==> config.mk <==
export PLATFORM = sky130hd
export DESIGN_NAME = mult_div_ctrl
export DESIGN_NICKNAME = d
export VERILOG_FILES = /design/src/rtl/mult_div_ctrl.sv
export SDC_FILE = /design/constraint.sdc
export NUM_CORES = 2
export LEC_CHECK = 0
export CAP_MARGIN = 20
export CORE_MARGIN = 1
export CORE_UTILIZATION = 30
export CTS_BUF_LIST = sky130_fd_sc_hd__clkbuf_4 sky130_fd_sc_hd__clkbuf_8
export CTS_CLUSTER_SIZE = 30
export DETAILED_ROUTE_END_ITERATION = 7
export PLACE_DENSITY_LB_ADDON = 0.08
export SETUP_SLACK_MARGIN = 0.02
export SLEW_MARGIN = 0
export SYNTH_ARGS = -nofsm -noshare
export SYNTH_HDL_FRONTEND = slang
export SYNTH_SLANG_ARGS = --single-unit
==> constraint.sdc <==
create_clock -name clk -period 5.7 [get_ports clk]
set_input_delay 0.855 -clock clk [delete_from_list [all_inputs] [get_ports clk]]
set_output_delay 0.855 -clock clk [all_outputs]
set_load 0.05 [all_outputs]
==> src/rtl/mult_div_ctrl.sv <==
// Multi-cycle MULT/MULTU/DIV/DIVU engine beside the EX stage: restoring divide, iterative or single-cycle multiply.
// Build option: define MULT_DIV_ITER_MULT_EN for the 32-cycle shift-add multiplier instead of the '*' operator.
`timescale 1ns/1ps

module mult_div_ctrl #(
  parameter int DATA_WIDTH = 32,
  parameter int CNT_WIDTH  = 6
) (
  input  logic                      clk,
  input  logic                      rst,
  input  logic                      flush,
  input  logic                      stall_hold,
  input  logic [5:0]                funct,
  input  logic [DATA_WIDTH-1:0]     operand_1,
  input  logic [DATA_WIDTH-1:0]     operand_2,
  output logic                      mult_div_done,
  output logic [2*DATA_WIDTH-1:0]   mult_div_result
);

  localparam int W = DATA_WIDTH;

  localparam logic [5:0] FUNCT_MULT  = 6'h18;
  localparam logic [5:0] FUNCT_MULTU = 6'h19;
  localparam logic [5:0] FUNCT_DIV   = 6'h1A;
  localparam logic [5:0] FUNCT_DIVU  = 6'h1B;

  typedef enum logic [1:0] {
    S_IDLE = 2'd0,
    S_MUL  = 2'd1,
    S_DIV  = 2'd2,
    S_DONE = 2'd3
  } state_t;

  state_t               r_state;
  state_t               w_state_next;
  logic                 r_done;
  logic [CNT_WIDTH-1:0] r_cnt;
  logic [W-1:0]         r_rem;
  logic [W-1:0]         r_q;
  logic [W-1:0]         r_dvsr;
  logic                 r_sign_q;
  logic                 r_sign_r;
  logic [2*W-1:0]       r_result;

  logic                 w_is_mult;
  logic                 w_is_div;
  logic                 w_is_signed;
  logic                 w_start;
  logic                 w_s1;
  logic                 w_s2;
  logic                 w_sq;
  logic [W-1:0]         w_neg1;
  logic [W-1:0]         w_neg2;
  logic [W-1:0]         w_mag1;
  logic [W-1:0]         w_mag2;
  logic                 w_res_we;
  logic [2*W-1:0]       w_res_d;

  // ---------------------------------------------------------------------------
  // Decode and operand magnitudes (0x80000000 maps to 2^31 through the W-bit negate)
  // ---------------------------------------------------------------------------
  assign w_is_mult   = (funct == FUNCT_MULT) || (funct == FUNCT_MULTU);
  assign w_is_div    = (funct == FUNCT_DIV)  || (funct == FUNCT_DIVU);
  assign w_is_signed = (funct == FUNCT_MULT) || (funct == FUNCT_DIV);
  assign w_start     = (r_state == S_IDLE) && (w_is_mult || w_is_div) && !flush;

  assign w_s1   = w_is_signed & operand_1[W-1];
  assign w_s2   = w_is_signed & operand_2[W-1];
  assign w_sq   = w_s1 ^ w_s2;
  assign w_neg1 = -operand_1;
  assign w_neg2 = -operand_2;
  assign w_mag1 = w_s1 ? w_neg1 : operand_1;
  assign w_mag2 = w_s2 ? w_neg2 : operand_2;

  // ---------------------------------------------------------------------------
  // Restoring divide step: compare in W+1 bits, subtract only when it fits
  // ---------------------------------------------------------------------------
  logic [W:0]   w_rem_shift;
  logic [W-1:0] w_diff;
  logic         w_ge;
  logic [W-1:0] w_rem_next;
  logic [W-1:0] w_q_next;
  logic [W-1:0] w_quot_final;
  logic [W-1:0] w_rem_final;
  logic         w_last;

  assign w_rem_shift  = {r_rem, r_q[W-1]};
  assign w_ge         = (w_rem_shift >= {1'b0, r_dvsr});
  assign w_diff       = w_rem_shift[W-1:0] - r_dvsr;
  assign w_rem_next   = w_ge ? w_diff : w_rem_shift[W-1:0];
  assign w_q_next     = {r_q[W-2:0], w_ge};
  assign w_quot_final = r_sign_q ? -w_q_next   : w_q_next;
  assign w_rem_final  = r_sign_r ? -w_rem_next : w_rem_next;
  assign w_last       = (r_cnt == CNT_WIDTH'(W - 1));

`ifdef MULT_DIV_ITER_MULT_EN
  // Shift-add multiply: r_q holds the multiplier, consumed LSB first.
  logic [2*W-1:0] r_acc;
  logic [2*W-1:0] r_mcand;
  logic [2*W-1:0] w_acc_next;
  logic [2*W-1:0] w_prod_final;

  assign w_acc_next   = r_acc + (r_q[0] ? r_mcand : '0);
  assign w_prod_final = r_sign_q ? -w_acc_next : w_acc_next;
`else
  logic [2*W-1:0] w_prod_mag;
  logic [2*W-1:0] w_prod_final;

  assign w_prod_mag   = {{W{1'b0}}, w_mag1} * {{W{1'b0}}, w_mag2};
  assign w_prod_final = w_sq ? -w_prod_mag : w_prod_mag;
`endif

  // ---------------------------------------------------------------------------
  // Sequencer
  // ---------------------------------------------------------------------------
  // NOTE: every output of this block gets a default first so no path leaves a latch.
  always_comb begin
    w_state_next = r_state;
    w_res_we     = 1'b0;
    w_res_d      = '0;
    case (r_state)
      S_IDLE: begin
        if (w_start) begin
          if (w_is_div) begin
            if (operand_2 == '0) begin
              w_state_next = S_DONE;
              w_res_we     = 1'b1;
              w_res_d      = {operand_1, {W{1'b1}}};
            end else begin
              w_state_next = S_DIV;
            end
          end else begin
`ifdef MULT_DIV_ITER_MULT_EN
            w_state_next = S_MUL;
`else
            w_state_next = S_DONE;
            w_res_we     = 1'b1;
            w_res_d      = w_prod_final;
`endif
          end
        end
      end
      S_DIV: begin
        if (w_last) begin
          w_state_next = S_DONE;
          w_res_we     = 1'b1;
          w_res_d      = {w_rem_final, w_quot_final};
        end
      end
      S_MUL: begin
`ifdef MULT_DIV_ITER_MULT_EN
        if (w_last) begin
          w_state_next = S_DONE;
          w_res_we     = 1'b1;
          w_res_d      = w_prod_final;
        end
`else
        w_state_next = S_IDLE;
`endif
      end
      S_DONE: begin
        if (!stall_hold) w_state_next = S_IDLE;
      end
      default: w_state_next = S_IDLE;
    endcase
    // Flush wins over everything, including a completing step.
    if (flush) begin
      w_state_next = S_IDLE;
      w_res_we     = 1'b0;
    end
  end

  // NOTE: sequential state is written with non-blocking assignments only.
  always_ff @(posedge clk or posedge rst) begin
    if (rst) begin
      r_state <= S_IDLE;
      r_done  <= 1'b0;
    end else begin
      r_state <= w_state_next;
      r_done  <= (w_state_next == S_DONE);
    end
  end

  always_ff @(posedge clk or posedge rst) begin
    if (rst) begin
      r_result <= '0;
    end else if (w_res_we) begin
      r_result <= w_res_d;
    end
  end

  // ---------------------------------------------------------------------------
  // Datapath registers
  // ---------------------------------------------------------------------------
  always_ff @(posedge clk or posedge rst) begin
    if (rst) begin
      r_cnt    <= '0;
      r_rem    <= '0;
      r_q      <= '0;
      r_dvsr   <= '0;
      r_sign_q <= 1'b0;
      r_sign_r <= 1'b0;
`ifdef MULT_DIV_ITER_MULT_EN
      r_acc    <= '0;
      r_mcand  <= '0;
`endif
    end else if (w_start) begin
      r_cnt    <= '0;
      r_rem    <= '0;
      r_q      <= w_is_div ? w_mag1 : w_mag2;
      r_dvsr   <= w_mag2;
      r_sign_q <= w_sq;
      r_sign_r <= w_s1;
`ifdef MULT_DIV_ITER_MULT_EN
      r_acc    <= '0;
      r_mcand  <= {{W{1'b0}}, w_mag1};
`endif
    end else if (r_state == S_DIV) begin
      r_rem <= w_rem_next;
      r_q   <= w_q_next;
      r_cnt <= r_cnt + 1'b1;
    end
`ifdef MULT_DIV_ITER_MULT_EN
    else if (r_state == S_MUL) begin
      r_acc   <= w_acc_next;
      r_mcand <= r_mcand << 1;
      r_q     <= r_q >> 1;
      r_cnt   <= r_cnt + 1'b1;
    end
`endif
  end

  assign mult_div_done   = r_done;
  assign mult_div_result = r_result;

endmodule

==> run metrics <==
status=finished with violations; failing checks=setup timing; Final ANT Viol Nets=0; Startpoint Class=input port; crit path max-delay cell type=fa_1; Syn Nets=7173; Data arrival, critical path=11.39 ns; Synth area leaders=fa_1 (37%), dfrtp_1 (8.9%), ha_1 (7.8%), inv_1 (7.4%), nand2_1 (6.2%); ys async rst share=100%; clk_skew=0.0299 ns; # IOs=139; Yosys cell types=115; largest area contributor in the netlist=fa_1; Worst path max stage delay=0.57 ns; Crit path depth=38; final instance area=0.0675 mm2; Top Usage Layer GRT=met2; CP Class=input port to register; met2 Use GR=48.0%; grt ovf=0; Synth Instances=5901; final hold vios=0; R2R depth=22; Core Area=0.159 mm2; most used cell, CP=fa_1; average size of a mapped cell=8.19 um2; Hold-fix buffers, CTS=0; # port buffers=138; GR Util met1=38.0%; number of global-route vias before repair=47900; routed wire length per instance=24.9 um; TritonCTS buffer count=17; placed cell area=0.0631 mm2; Die Height=403 um; commonest non-fill, non-tap cell in the layout=buf_4; Crit Path Max Fanout=6; gpl congestion=0.929; Yosys Warn Count=0; number of synthesized flops with an enable pin=0; initial antenna violation count=13; hold_sp=r_dvsr[19]; r2r setup slk=0.16 ns; met3 Use GR=2.41%; post-layout worst setup margin=-5.18 ns; later-pin clock latency in the skew report=0.60 ns; family with the most delay on the worst path=adder cells; Sink Count=171; crit path from=operand_1[5]; Vias=46400; leading cell types in the layout, fill and taps excluded=buf_4 (1099), inv_1 (932), fa_1 (875); WL final=230 mm; final critical-path share of the clock period=191%; final-report setup violation count=58; first-pass GRT wire length=334 mm; # rows=146; RR Endpoint=mult_div_result[56]; largest net degree at the start of global routing=97; R2R Path Start=r_dvsr[1]; critical path capture point=mult_div_result[56]; Hold Crit Class=register to register; initial core utilization=30.4%; fin nets=8345; CTS tree=done; worst slew pin tran=1.06 ns; min Tclk post-route=10.88 ns; Seq/Total Area, Yosys=8.86%; Highest Clock Rate=91.9 MHz; drt via density=5.03; drt drc=0; hpwl dp=198 mm; number of DRC markers in iteration 0=3082; fraction of layout cells with a size suffix above 1=27.7%; Yosys top cell area share=37.2%; die area=0.163 mm2; RSZ-0062 raised after global routing=yes; area grow syn2layout=39.7%; CTS HTree Levels=4; clock edge transition at the registers on the reported setup and hold paths=0.12 ns; relative slew slack=29.2%; Max-cap violations=0; Seq cells post-synth=171; Detailed Routing Iterations Pass 1=6; total track usage=28.3%; Die Span X=403 um; Worst EP required=6.21 ns; Top FF cell, synth=dfrtp_1; Buf/Inv on CP=12; Max clock buf depth=2; Clk Tree Root Cell=clkbuf_8; fin. max-slew vios=0; synthesized area=0.0483 mm2; Critical Path End Type=register
-- how the worst min path moves through the flow --
stage                                      to  slack [ns]  cells past startpoint
after detailed placement  mult_div_result[35]        0.47                      2
after floorplan                    r_dvsr[10]        0.45                      2
after global routing               r_dvsr[31]        0.52                      2
after global placement     mult_div_result[4]        0.46                      2
final                              r_dvsr[19]        0.49                      2
after CTS                          r_dvsr[31]        0.50                      2
-- Yosys cell counts, types with 29 or more instances --
cell,number
nor3_1,72
clkbuf_1,274
nand4_1,38
fa_1,897
o21ai_0,259
a31oi_1,52
nand2b_1,32
nor4_1,37
nand2_1,798
dfrtp_1,171
ha_1,301
xor2_1,104
a21o_1,31
or3_1,42
a22oi_1,29
xnor2_1,170
inv_1,955
nand3_1,75
and2_1,31
o211ai_1,30
a21oi_1,293
o31ai_1,30
nor2_1,759
-- metal layers --
layer,wire [um],part of all wire (%),vias to the layer above
met3,8470,3.7,248
met4,9040,3.9,2
met2,112000,48,1081
li1,-,-,21100
met1,101000,44,24000
met5,13,0.0056,-
-- stage by stage --
step	cells	utilization, %	setup WS (ns)	TNS, ns	hold slack (ns)
after floorplan	5901	-	-5.22	-228.91	0.450
after global placement	9078	39.6	-6.72	-325.30	0.465
after detailed placement	9078	39.6	-6.88	-328.95	0.470
after CTS	9166	41.0	-5.25	-255.15	0.497
after global routing	9233	42.4	-5.44	-260.54	0.523
final	9237	42.4	-5.18	-246.34	0.492
-- area by class of cell --
class                      instances  area (um2)
timing repair buffer            1460       13300
sequential                       171        4280
antenna                            5        12.5
clock inverter                    15         198
clock buffer                      17         234
tap                             2146        2690
inverter                         957        3610
multi-input combinational       4466       43200
fill                           16100       91600
-- worst min-delay path: cells and delay by family (launching register included) --
family          cells  cell delay (ns)
flops               1             0.36
compound gates      1             0.06
simple gates        1             0.04
-- flip-flops by register name, indices dropped and copies added, names as in the netlist --
name             flops
mult_div_done        1
mult_div_result     64
r_state              2
r_rem               32
r_sign_q             1
r_cnt                6
r_q                 32
r_dvsr              32
r_sign_r             1
-- kinds of logic after synthesis --
logic type                 count (synthesis)  synth area share, %
and+or+nand+nor                         2025                 18.4
buffers and inverters                   1265                 10.0
adders and majority gates               1198                 45.0
AOI/OAI and AO/OA                        937                 12.2
xor gates and xnor gates                 274                 4.97
DFF                                      171                 8.86
muxes                                     31                0.660
-- what timing repair did --
item	in CTS	in global routing
setup endpoints to repair	60	60
setup buffers	56	72
gates resized for setup	256	394
pin swaps	97	140
endpoints found under the hold margin	0	0
cloned	1	2
Power is left out: the tool's default activity adds up to more than one toggle a clock period on the data nets, which glitch-free logic cannot reach.
